[src/rtl/alu_pkg.sv]
// Shared definitions for the ALU operand stage: operand-select encodings
// and datapath width defaults.
package alu_pkg;

    localparam int XLEN_DEF = 32;
    localparam int RA_W_DEF = 5;

    // Operand A sources.
    typedef enum logic [1:0] {
        A_SEL_RS1   = 2'd0,
        A_SEL_PC    = 2'd1,
        A_SEL_ZERO  = 2'd2,
        A_SEL_ZERO3 = 2'd3
    } a_sel_e;

    // Operand B sources.
    typedef enum logic [1:0] {
        B_SEL_RS2  = 2'd0,
        B_SEL_IMM  = 2'd1,
        B_SEL_LINK = 2'd2,
        B_SEL_ZERO = 2'd3
    } b_sel_e;

endpackage

[src/rtl/fwd_unit.sv]
// Single-operand bypass selector: picks the youngest in-flight producer of a
// source register, falling back to the register-file read data. x0 never
// forwards so it always reads as whatever the register file supplies.
import alu_pkg::*;

module fwd_unit #(
    parameter int XLEN = XLEN_DEF,
    parameter int RA_W = RA_W_DEF
) (
    input  logic [RA_W-1:0] rs_addr,
    input  logic [XLEN-1:0] rs_data,
    input  logic            exm_wr_en,
    input  logic [RA_W-1:0] exm_rd,
    input  logic [XLEN-1:0] exm_data,
    input  logic            wb_wr_en,
    input  logic [RA_W-1:0] wb_rd,
    input  logic [XLEN-1:0] wb_data,
    output logic [XLEN-1:0] fwd_data
);

    logic rs_nonzero_s;

    assign rs_nonzero_s = (rs_addr != {RA_W{1'b0}});

    // EX/MEM has priority over MEM/WB because it holds the younger result.
    always_comb begin
        fwd_data = rs_data;
        if (exm_wr_en && rs_nonzero_s && (exm_rd == rs_addr)) begin
            fwd_data = exm_data;
        end else if (wb_wr_en && rs_nonzero_s && (wb_rd == rs_addr)) begin
            fwd_data = wb_data;
        end else begin
            fwd_data = rs_data;
        end
    end

endmodule

[src/rtl/alu_operand_stage.sv]
// Operand stage between decode and ALU: forwards rs1/rs2, muxes ALU operands,
// detects load-use hazards and holds a one-entry registered bundle with
// valid/ready handshaking, flush and a saturating stall counter.
import alu_pkg::*;

module alu_operand_stage #(
    parameter int XLEN       = XLEN_DEF,
    parameter int RA_W       = RA_W_DEF,
    parameter int INST_BYTES = 4,
    parameter int CNT_W      = 16
) (
    input  logic             clk,
    input  logic             rst_n,
    input  logic             in_valid,
    output logic             in_ready,
    input  logic [XLEN-1:0]  in_pc,
    input  logic [RA_W-1:0]  in_rs1_addr,
    input  logic [RA_W-1:0]  in_rs2_addr,
    input  logic [XLEN-1:0]  in_rs1_data,
    input  logic [XLEN-1:0]  in_rs2_data,
    input  logic [XLEN-1:0]  in_imm,
    input  logic [1:0]       in_a_sel,
    input  logic [1:0]       in_b_sel,
    input  logic             in_uses_rs2,
    input  logic             exm_wr_en,
    input  logic             exm_is_load,
    input  logic [RA_W-1:0]  exm_rd,
    input  logic [XLEN-1:0]  exm_data,
    input  logic             wb_wr_en,
    input  logic [RA_W-1:0]  wb_rd,
    input  logic [XLEN-1:0]  wb_data,
    input  logic             flush,
    output logic             out_valid,
    input  logic             out_ready,
    output logic [XLEN-1:0]  out_a,
    output logic [XLEN-1:0]  out_b,
    output logic [XLEN-1:0]  out_rs2,
    output logic [CNT_W-1:0] hazard_cnt
);

    localparam logic [XLEN-1:0]  LINK_INC = XLEN'(INST_BYTES);
    localparam logic [CNT_W-1:0] CNT_ONE  = {{(CNT_W-1){1'b0}}, 1'b1};

    logic [XLEN-1:0]  rs1_fwd_s;
    logic [XLEN-1:0]  rs2_fwd_s;
    logic [XLEN-1:0]  a_s;
    logic [XLEN-1:0]  b_s;
    logic             hazard_s;
    logic             ready_s;
    logic             capture_s;

    logic             out_valid_r;
    logic [XLEN-1:0]  out_a_r;
    logic [XLEN-1:0]  out_b_r;
    logic [XLEN-1:0]  out_rs2_r;
    logic [CNT_W-1:0] hazard_cnt_r;

    fwd_unit #(.XLEN(XLEN), .RA_W(RA_W)) u_fwd_rs1 (
        .rs_addr   (in_rs1_addr),
        .rs_data   (in_rs1_data),
        .exm_wr_en (exm_wr_en),
        .exm_rd    (exm_rd),
        .exm_data  (exm_data),
        .wb_wr_en  (wb_wr_en),
        .wb_rd     (wb_rd),
        .wb_data   (wb_data),
        .fwd_data  (rs1_fwd_s)
    );

    fwd_unit #(.XLEN(XLEN), .RA_W(RA_W)) u_fwd_rs2 (
        .rs_addr   (in_rs2_addr),
        .rs_data   (in_rs2_data),
        .exm_wr_en (exm_wr_en),
        .exm_rd    (exm_rd),
        .exm_data  (exm_data),
        .wb_wr_en  (wb_wr_en),
        .wb_rd     (wb_rd),
        .wb_data   (wb_data),
        .fwd_data  (rs2_fwd_s)
    );

    // Operand A mux: rs1, PC for jal/jalr/auipc, zero for lui.
    always_comb begin
        a_s = {XLEN{1'b0}};
        case (in_a_sel)
            A_SEL_RS1:   a_s = rs1_fwd_s;
            A_SEL_PC:    a_s = in_pc;
            A_SEL_ZERO:  a_s = {XLEN{1'b0}};
            A_SEL_ZERO3: a_s = {XLEN{1'b0}};
            default:     a_s = {XLEN{1'b0}};
        endcase
    end

    // Operand B mux: rs2, immediate, link increment, zero.
    always_comb begin
        b_s = {XLEN{1'b0}};
        case (in_b_sel)
            B_SEL_RS2:  b_s = rs2_fwd_s;
            B_SEL_IMM:  b_s = in_imm;
            B_SEL_LINK: b_s = LINK_INC;
            B_SEL_ZERO: b_s = {XLEN{1'b0}};
            default:    b_s = {XLEN{1'b0}};
        endcase
    end

    // Load-use hazard only matters for sources actually consumed; a load
    // result is not available from EX/MEM so the consumer must wait a cycle.
    always_comb begin
        hazard_s = 1'b0;
        if (in_valid && exm_wr_en && exm_is_load && (exm_rd != {RA_W{1'b0}})) begin
            hazard_s = ((exm_rd == in_rs1_addr) && (in_a_sel == A_SEL_RS1)) ||
                       ((exm_rd == in_rs2_addr) && in_uses_rs2);
        end else begin
            hazard_s = 1'b0;
        end
        ready_s   = (!out_valid_r || out_ready) && !hazard_s && !flush;
        capture_s = in_valid && ready_s;
    end

    // Output bundle register: flush wins, then capture, then drain on accept.
    always_ff @(posedge clk or negedge rst_n) begin
        if (!rst_n) begin
            out_valid_r <= 1'b0;
            out_a_r     <= {XLEN{1'b0}};
            out_b_r     <= {XLEN{1'b0}};
            out_rs2_r   <= {XLEN{1'b0}};
        end else if (flush) begin
            out_valid_r <= 1'b0;
        end else if (capture_s) begin
            out_valid_r <= 1'b1;
            out_a_r     <= a_s;
            out_b_r     <= b_s;
            out_rs2_r   <= rs2_fwd_s;
        end else if (out_ready) begin
            out_valid_r <= 1'b0;
        end else begin
            out_valid_r <= out_valid_r;
        end
    end

    // Saturating count of load-use stall cycles.
    always_ff @(posedge clk or negedge rst_n) begin
        if (!rst_n) begin
            hazard_cnt_r <= {CNT_W{1'b0}};
        end else if (hazard_s && !(&hazard_cnt_r)) begin
            hazard_cnt_r <= hazard_cnt_r + CNT_ONE;
        end else begin
            hazard_cnt_r <= hazard_cnt_r;
        end
    end

    assign in_ready   = ready_s;
    assign out_valid  = out_valid_r;
    assign out_a      = out_a_r;
    assign out_b      = out_b_r;
    assign out_rs2    = out_rs2_r;
    assign hazard_cnt = hazard_cnt_r;

endmodule

[config.mk]
export PLATFORM = sky130hd
export DESIGN_NAME = alu_operand_stage
export DESIGN_NICKNAME = d
export VERILOG_FILES = /design/src/rtl/alu_pkg.sv /design/src/rtl/fwd_unit.sv /design/src/rtl/alu_operand_stage.sv
export SDC_FILE = /design/constraint.sdc
export NUM_CORES = 1
export LEC_CHECK = 0
export ABC_AREA = 1
export CAP_MARGIN = 5
export CORE_MARGIN = 3
export CORE_UTILIZATION = 43
export DETAILED_ROUTE_END_ITERATION = 16
export PLACE_DENSITY = 0.82
export SLEW_MARGIN = 20
export SYNTH_ARGS = -nofsm -noshare
export SYNTH_HDL_FRONTEND = slang
export SYNTH_SLANG_ARGS = --single-unit
[constraint.sdc]
create_clock -name clk -period 2.3 [get_ports clk]
set_input_delay 0.575 -clock clk [delete_from_list [all_inputs] [get_ports clk]]
set_output_delay 0.575 -clock clk [all_outputs]
set_load 0.03 [all_outputs]
== Word-level counts from Yosys, hierarchy flattened ==
Index checks and enable logic that the tools add are counted.

* Equality and inequality tests: 10
* Bitwise operators: 1
* Multiplexer cells: 10
* $add $sub $neg: 1
* Reduce and logical (&&, ||, !) cells: 32

{| class="wikitable"
|+ Operator list
! kind !! count
|-
| 32-bit two-way mux || 4
|-
| 32-bit case mux with 4 select lines || 1
|-
| 32-bit case mux with 3 select lines || 1
|-
| 5-bit equality test || 4
|-
| 1-bit logical AND || 17
|-
| 16-bit by 1-bit adder with 16-bit output, second input constant || 1
|-
| 16-bit AND reduction || 1
|-
| 5-bit nonzero test || 3
|-
| 2-bit equality test, second input constant || 4
|-
| 2-bit by 1-bit equality test with 1-bit output, second input constant || 2
|-
| 1-bit zero test || 4
|-
| 2-bit zero test || 2
|-
| 1-bit two-way mux || 4
|-
| 3-bit nonzero test || 1
|-
| 1-bit logical OR || 2
|-
| 2-bit AND reduction || 1
|-
| 2-bit OR reduction || 1
|-
| 1-bit NOT || 1
|}

* Output and inout bits: 114
* Register bits after elaboration: 113
* Input port bits: 225

== Longest topological paths before layout ==
Gate-level depths: netlist of run 1.

* Depth after elaboration: 10
* Depth in mapped cells: 14

== By module ==
A second synthesis of run 1 with hierarchy kept.

* Cells, all modules: 1413
* Area total of the unflattened synthesis: 8675.8 µm²

{| class="wikitable"
|+ By module, submodules not included
! module !! area an instance (µm²) !! cells an instance !! instances
|-
| alu_operand_stage || 6080.8 || 837 || 1
|-
| fwd_unit || 1297.5 || 288 || 2
|}

== Least setup slack after synthesis of run 1 ==
No wires, ideal clock.

* Path kind: input to output
* Start: input exm_rd[1]
* End: output in_ready
* Stages on the path: 10
* Data arrival time: 1359 ps
* Data required time: 1725 ps
* Path slack: 366 ps
* Path through: inv_1 > nand2_1 > nand2_1 > nand3_1 > nor2_2 > nand2_1 > nand2_1 > nand2_2 > nand2_1 > inv_1

* Cells in the longest elaborated chain, start to end: 7
* Elaborated cells on any way between the ends: 11
* Classes of those cells: eq/ne: 2; mux: 1; reduce/logical: 8

{| class="wikitable"
|+ RTL lines
! item !! RTL line !! source
|-
| start, declared || alu_operand_stage.sv:27 || <nowiki>input logic [RA_W-1:0] exm_rd,</nowiki>
|-
| 5-bit equality test, on equally long branches || alu_operand_stage.sv:111, alu_operand_stage.sv:112 ||
|-
| 1-bit logical AND, on equally long branches || alu_operand_stage.sv:111, alu_operand_stage.sv:112 ||
|-
| 1-bit logical OR || alu_operand_stage.sv:111 || <nowiki>hazard_s = ((exm_rd == in_rs1_addr) && (in_a_sel == A_SEL_RS1)) ||</nowiki>
|-
| 1-bit two-way mux (*) || alu_operand_stage.sv:110 || <nowiki>if (in_valid && exm_wr_en && exm_is_load && (exm_rd != {RA_W{1'b0}})) begin</nowiki>
|-
| 1-bit zero test (*) || alu_operand_stage.sv:116 || <nowiki>ready_s = (!out_valid_r || out_ready) && !hazard_s && !flush;</nowiki>
|-
| 1-bit logical AND (*) (2 in a row) || alu_operand_stage.sv:116 ||
|-
| end, declared || alu_operand_stage.sv:15 || <nowiki>output logic in_ready,</nowiki>
|}

Every way passes the cells marked *; elsewhere a longest branch is shown, timed or not.

== Worst setup path in the final report of run 1 ==
* Start: input exm_wr_en
* End: output in_ready

* Cells in the longest elaborated chain, start to end: 7

{| class="wikitable"
|+ RTL lines
! item !! RTL line !! source
|-
| start, declared || alu_operand_stage.sv:25 || <nowiki>input logic exm_wr_en,</nowiki>
|-
| 1-bit logical AND (3 in a row) || alu_operand_stage.sv:110 ||
|-
| 1-bit two-way mux || alu_operand_stage.sv:110 ||
|-
| 1-bit zero test || alu_operand_stage.sv:116 ||
|-
| 1-bit logical AND (2 in a row) || alu_operand_stage.sv:116 ||
|}

Every way passes these cells.

==> run_results.csv, run 1 <==
group,metric,value,unit
detailed_routing,dr_total_vias,9882,
worst_setup_path,slowest_delay,0.49,ns
detailed_routing,wire_per_inst,18.64,microns
worst_setup_path,endpoint_kind,"output port",
clocking,clkLatencyLatePin,0.42,ns
die,core_area,17480,sq um
power,p_leak,6.426,nW
layout,final_cell_area,12410,sq um
sta,post-route-period-util,96.67,%
yosys,synth_warnings,0,
layout,drive_above_1_share,9.203,%
yosys,synth.net_count,1476,
global_route,grt_pass1_wl,52140,microns
sta,min_period,2.223,ns
flow_run,cap_violations,0,
placement,pre_cts_slack,-0.3371,ns
layout,final_cells,1846,
die,fp.dieArea,19690,sq um
sta,final.setup_skew,0.01059,ns
worst_setup_path,critPathRequiredTime,1.73,ns
power,pwr_density_cell,609.7,nW/um^2
power,p_sw_share,33.70,%
worst_setup_path,crit_type,"in2out",
outcome,outcome,"finished clean",
power,switching_power,0.002550,W
worst_setup_path,crit_slowest_cell,"clkdlybuf4s50_1",
clocking,numCtsBuffers,17,
power,comb_power_share,32.3,%
detailed_routing,first_iter_violations,969,
die,die_h,140.3,microns
worst_setup_path,start_kind,"input pin",
power,vdd_drop_max,0.5445,mV
clocking,cts_tree,"yes",
sta,setup_viol,0,
yosys,ys_ff_latch,113,
clocking,htree_levels,4,
sta,hold_violations,0,
die,ios,339,
detailed_routing,drtAntennaViolNets,0,
sta,max_freq,449.8,MHz
clocking,clockRootBuffer,"clkbuf_16",
layout,fillCellCount,1443,
worst_setup_path,crit_family,"buffers and inverters",
clocking,clock-sinks,113,
placement,globalplace.congestion,0.9620,
yosys,avgSynthCellArea,6.205,sq um
yosys,yosysMostFrequentCell,"nand2_1",
clocking,clk_path_buf_depth,2,
detailed_routing,route.detailed.drc,0,
global_route,grt_antenna_before_repair,3,
yosys,synth_cells,1250,
clocking,clk_pin_slew,0.06,ns
die,start_util,44.38,%
worst_setup_path,worstPathArrival,1.65,ns
placement,port_buffers,338,
yosys,ys.flop_type,"dfrtp_1",
yosys,synth_common_cells,"nand2_1 (610), nand3_1 (251), dfrtp_1 (113)",
sta,relSlewSlack,70.16,%
yosys,synth.distinct_cells,26,
die,rows,48,
placement,place_inst,1808,
clocking,postCtsHoldBufs,0,
layout,fin_nets,1832,
global_route,grt_pass1_vias,9516,
yosys,synth_area,7756,sq um
yosys,synth_top_area_cell,"dfrtp_1",
yosys,synth_edf_count,0,
yosys,yosysSeqAreaShare,36.46,%
placement,placed_cell_area,11770,sq um
yosys,postSynth.asyncResetShare,100.0,%
detailed_routing,viasPerCell,5.353,
worst_setup_path,cpMostUsedCell,"inv_1",
worst_setup_path,cp_cell_sequence,"clkdlybuf4s50_1, buf_4, nand4_1, inv_1, nand2_2, nand2_1, inv_1, buf_6",
sta,worst_pin_slew,0.4477,ns
yosys,synth.area.top_cells,"dfrtp_1 (36%), nand2_1 (30%), nand3_1 (16%)",
worst_setup_path,crit_buf_inv,5,
layout,synthToLayoutAreaGrowth,59.98,%
yosys,synth.top_cell.area_share,36.46,%
worst_setup_path,crit_fanout,2,
power,pwr-share-clk,35.8,%
global_route,track_usage,33.93,%
detailed_routing,firstDrtPassIters,6,
die,fp.dieW,140.3,microns
global_route,grt_max_degree,75,
power,p_seq_share,31.8,%
placement,dp_hpwl,25780,microns
hold_path,hold_path_class,"in2async",
sta,setup_slack,0.07665,ns
power,p_int,0.005016,W
sta,slew_violations,0,
sta,hold-worst-slack,0.1083,ns
global_route,grt-ovfl-total,0,
detailed_routing,wl,34410,microns
cell usage in the layout, fill, tap and decap left out, drive strengths merged, types with 3 or more instances in the layout:
| cell | n |
|---|---|
| xor2 | 7 |
| o21ai | 38 |
| nor3 | 6 |
| clkdlybuf4s15 | 3 |
| inv | 108 |
| xnor2 | 11 |
| a21oi | 5 |
| nand2 | 611 |
| clkdlybuf4s50 | 319 |
| clkinv | 4 |
| clkbuf | 34 |
| nand3 | 252 |
| dfrtp | 113 |
| nor2 | 19 |
| nand4 | 5 |
| buf | 73 |
cell type report:
type | count | area [sq um] | area share, %
flip-flops and latches | 113 | 2828 | 22.79
diodes | 2 | 5.005 | 0.04033
well taps | 225 | 281.5 | 2.269
repair buffers | 409 | 4034 | 32.51
clock inverters | 8 | 102.6 | 0.8269
multi-input cells | 957 | 4260 | 34.33
inverters | 108 | 405.4 | 3.267
clock buffers | 24 | 491.7 | 3.963
metrics by stage:
stage / total power (W) / setup TNS (ns) / util (%)
CTS: 0.007563 / 0 / 70.80
global placement: 0.004833 / -31.86 / 67.32
finish: 0.007566 / 0 / 71.00
global route: 0.007854 / -0.01213 / 71.00
detailed placement: 0.004849 / -27.40 / 67.32
floorplan: 0.003534 / 0 / -
path summary, 6_finish.rpt:
check                              start            end  slack (ns)  cells after the start
setup / recovery               exm_wr_en       in_ready        0.08                      8
hold / removal                     rst_n      out_a[28]        0.11                      1
setup reg to reg           hazard_cnt[0]  hazard_cnt[6]        0.31                     10
hold reg to reg                 out_a[6]       out_a[6]        0.48                      2
max in group asynchronous          rst_n    out_rs2[22]        1.45                      2
min in group clk                out_a[6]       out_a[6]        0.48                      2
cell families (layout without fill, tap and decap cells):
group	count (synthesis)	in the layout	synth area share, %
compound gates	43	43	3.162
xor+xnor	18	18	2.033
fa+ha+maj	1	1	0.1613
buf+inv	180	549	10.21
flops	113	113	36.46
other cells	0	2	0
simple gates	895	895	47.98
metal layers:
metal / global-route usage, % / share of wire, % / vias to the layer above
met4: 15.81 / 5.3 / 2
met1: 41.75 / 37 / 4446
met5: 0 / 0.038 / -
met3: 9.184 / 11 / 124
met2: 55.47 / 47 / 677
li1: - / - / 4633
power groups by stage:
stage	clock [W]	sequential, W	combinational (W)
after floorplan	0	0.00290	0.000636
after global placement	0	0.00243	0.00240
after detailed placement	0	0.00243	0.00242
after CTS	0.00272	0.00241	0.00243
after global routing	0.00282	0.00244	0.00260
final	0.00271	0.00241	0.00245
timing repair:
action / in CTS / in global routing
gates resized for setup: 24 / 33
pin swaps: 5 / 10
buffers inserted: 1 / 3
endpoints found under the setup margin: 1 / 1
registers in the layout (all words and copies together), names as in the netlist:
name,flops
out_a,32
out_b,32
out_rs2,32
hazard_cnt,16
out_valid,1
No activity file was read; power rests on OpenSTA's default activity.
==> run 2: changes to the inputs <==
CORE_UTILIZATION = 30   (was 43)
GPL_TIMING_DRIVEN = 0   (was unset)
PLACE_DENSITY = 0.62   (was 0.82)
==> run 2 against run 1 <==
Non-clock buffer count grew 7. Die area up 41%. Register-to-register slack worse by 0.08 ns. Global-route usage fell by 7.7 points. Clock-buffer cell count down 1. Combinational power is essentially flat. Critical path type unchanged. Largest cell class unchanged.
==> run_results.csv, run 2 (synthesis gave the netlist of run 1 again) <==
group,metric,value,unit
sta,slew_violations,0,
worst_setup_path,critPathRequiredTime,1.73,ns
detailed_routing,route.detailed.drc,0,
detailed_routing,first_iter_violations,856,
clocking,numCtsBuffers,17,
die,die_h,166.8,microns
die,fp.dieArea,27820,sq um
sta,relSlewSlack,51.47,%
placement,dp_hpwl,29400,microns
detailed_routing,wire_per_inst,19.24,microns
placement,globalplace.congestion,0.9429,
worst_setup_path,start_kind,"input pin",
placement,port_buffers,338,
global_route,grt-ovfl-total,0,
detailed_routing,top_layer_used,"met5",
layout,final_common_cell,"nand2_1",
detailed_routing,drtAntennaViolNets,0,
die,rows,58,
detailed_routing,wl_met2,17890,microns
flow_run,cap_violations,0,
global_route,grt_max_degree,59,
worst_setup_path,r2r_start,"hazard_cnt[1]",
sta,max_freq,446.7,MHz
clocking,cts_tree,"yes",
layout,drive_above_1_share,8.549,%
placement,place_inst,1919,
clocking,clockRootBuffer,"clkbuf_16",
power,pwr_density_cell,625.4,nW/um^2
sta,final.setup_skew,0.01129,ns
detailed_routing,viasPerCell,4.893,
clocking,clk_pin_slew,0.06,ns
worst_setup_path,crit_fanout,3,
clocking,htree_levels,4,
detailed_routing,firstDrtPassIters,5,
layout,final_cells,1958,
sta,min_period,2.239,ns
detailed_routing,dr_total_vias,9580,
layout,fin_nets,1839,
die,fp.dieW,166.8,microns
die,core_area,25330,sq um
worst_setup_path,crit_type,"in2out",
worst_setup_path,worstPathArrival,1.66,ns
sta,setup_viol,0,
sta,worst_pin_slew,0.7252,ns
global_route,track_usage,26.20,%
die,ios,339,
die,start_util,30.62,%
detailed_routing,wl,37680,microns
hold_path,hold_path_class,"in2async",
global_route,grt_pass1_vias,9417,
layout,mostFrequentLayoutCells,"nand2_1 (608), clkdlybuf4s50_1 (320), nand3_1 (245), dfrtp_1 (112), inv_1 (99)",
power,vdd_drop_max,0.3702,mV
outcome,outcome,"finished clean",
global_route,grt_pass1_wl,55770,microns
worst_setup_path,reg2reg_slack,0.23,ns
clocking,clk_path_buf_depth,2,
clocking,clkLatencyLatePin,0.42,ns
clocking,postCtsHoldBufs,0,
detailed_routing,met3_wirelength,3255,microns
global_route,grt_antenna_before_repair,6,
sta,hold_violations,0,
power,p_leak,6.348,nW
clocking,clock-sinks,113,
layout,synthToLayoutAreaGrowth,59.46,%
worst_setup_path,endpoint_kind,"output port",
sta,hold-worst-slack,0.1251,ns
sta,fin_tns_setup,0,ns
detailed_routing,wl_met1,15440,microns
sta,post-route-period-util,97.33,%
worst_setup_path,setup.worst_path.start,"in_rs1_addr[1]",
run 2: cell types whose count changed in the layout (fill, tap and decap cells not counted), moves of 8 or more:
| cell | before | now |
|---|---|---|
| clkbuf_2 | 10 | 21 |
| buf_6 | 2 | 15 |
| buf_2 | 0 | 16 |
| buf_12 | 13 | 0 |
| clkbuf_1 | 3 | 18 |
| buf_4 | 58 | 11 |
| clkbuf_4 | 0 | 8 |
run 2: layout make-up:
class | count | area [sq um]
Timing Repair Buffer | 345 | 3408
Sequential cell | 113 | 2829
Antenna cell | 2 | 5.005
Clock buffer | 23 | 478.0
Multi-Input combinational cell | 957 | 4229
Buffer | 71 | 446.7
Fill cell | 2640 | 12960
Clock inverter | 9 | 153.9
Tap cell | 330 | 412.9
Inverter | 108 | 405.4
run 2: path summary, 6_finish.rpt:
kind | to | depth (start not counted)
min in group clk | out_b[4] | 2
max in group asynchronous | out_b[9] | 2
setup reg to reg | hazard_cnt[14] | 9
setup / recovery | in_ready | 11
hold reg to reg | out_b[4] | 2
hold / removal | out_b[4] | 1
run 2: power breakdown:
| group | internal [W] | total [W] | switching, W |
|---|---|---|---|
| registers | 0.00224 | 0.00240 | 0.000159 |
| clock network | 0.00190 | 0.00290 | 0.00100 |
| logic | 0.00104 | 0.00244 | 0.00140 |
| total | 0.00517 | 0.00773 | 0.00256 |
run 2: worst max-delay path: stages:
cell and delay, ns:
clkdlybuf4s15_1 0.23, inv_1 0.09, nand2_1 0.06, nand2_1 0.08
a21oi_2 0.12, nand4_1 0.11, nand2_1 0.09, nand2_2 0.07
nand2_1 0.06, inv_1 0.04, buf_6 0.13
run 2: timing repair:
action / in CTS / in global routing
endpoints found under the setup margin: 108 / 71
cloned: 0 / 0
hold endpoints to repair: 0 / 0
pin swaps: 7 / 7
resized for setup: 52 / 77
buffers inserted: 4 / 2
run 2: metal layers:
metal / track usage (%) / vias up
met5: 0 / -
met4: 9.003 / 8
met3: 7.501 / 64
met1: 32.74 / 4404
met2: 43.54 / 452
li1: - / 4652
run 2: metrics by stage:
step	total power [W]	setup WS, ns	util [%]	instance area [sq um]
final	0.007735	0.06148	48.83	12370
after floorplan	0.003534	0.3663	-	7756
after global routing	0.008053	-0.01925	48.83	12370
after global placement	0.004823	-4.178	45.61	11550
after detailed placement	0.004834	-1.092	45.73	11580
after CTS	0.007762	0.0007985	48.54	12290
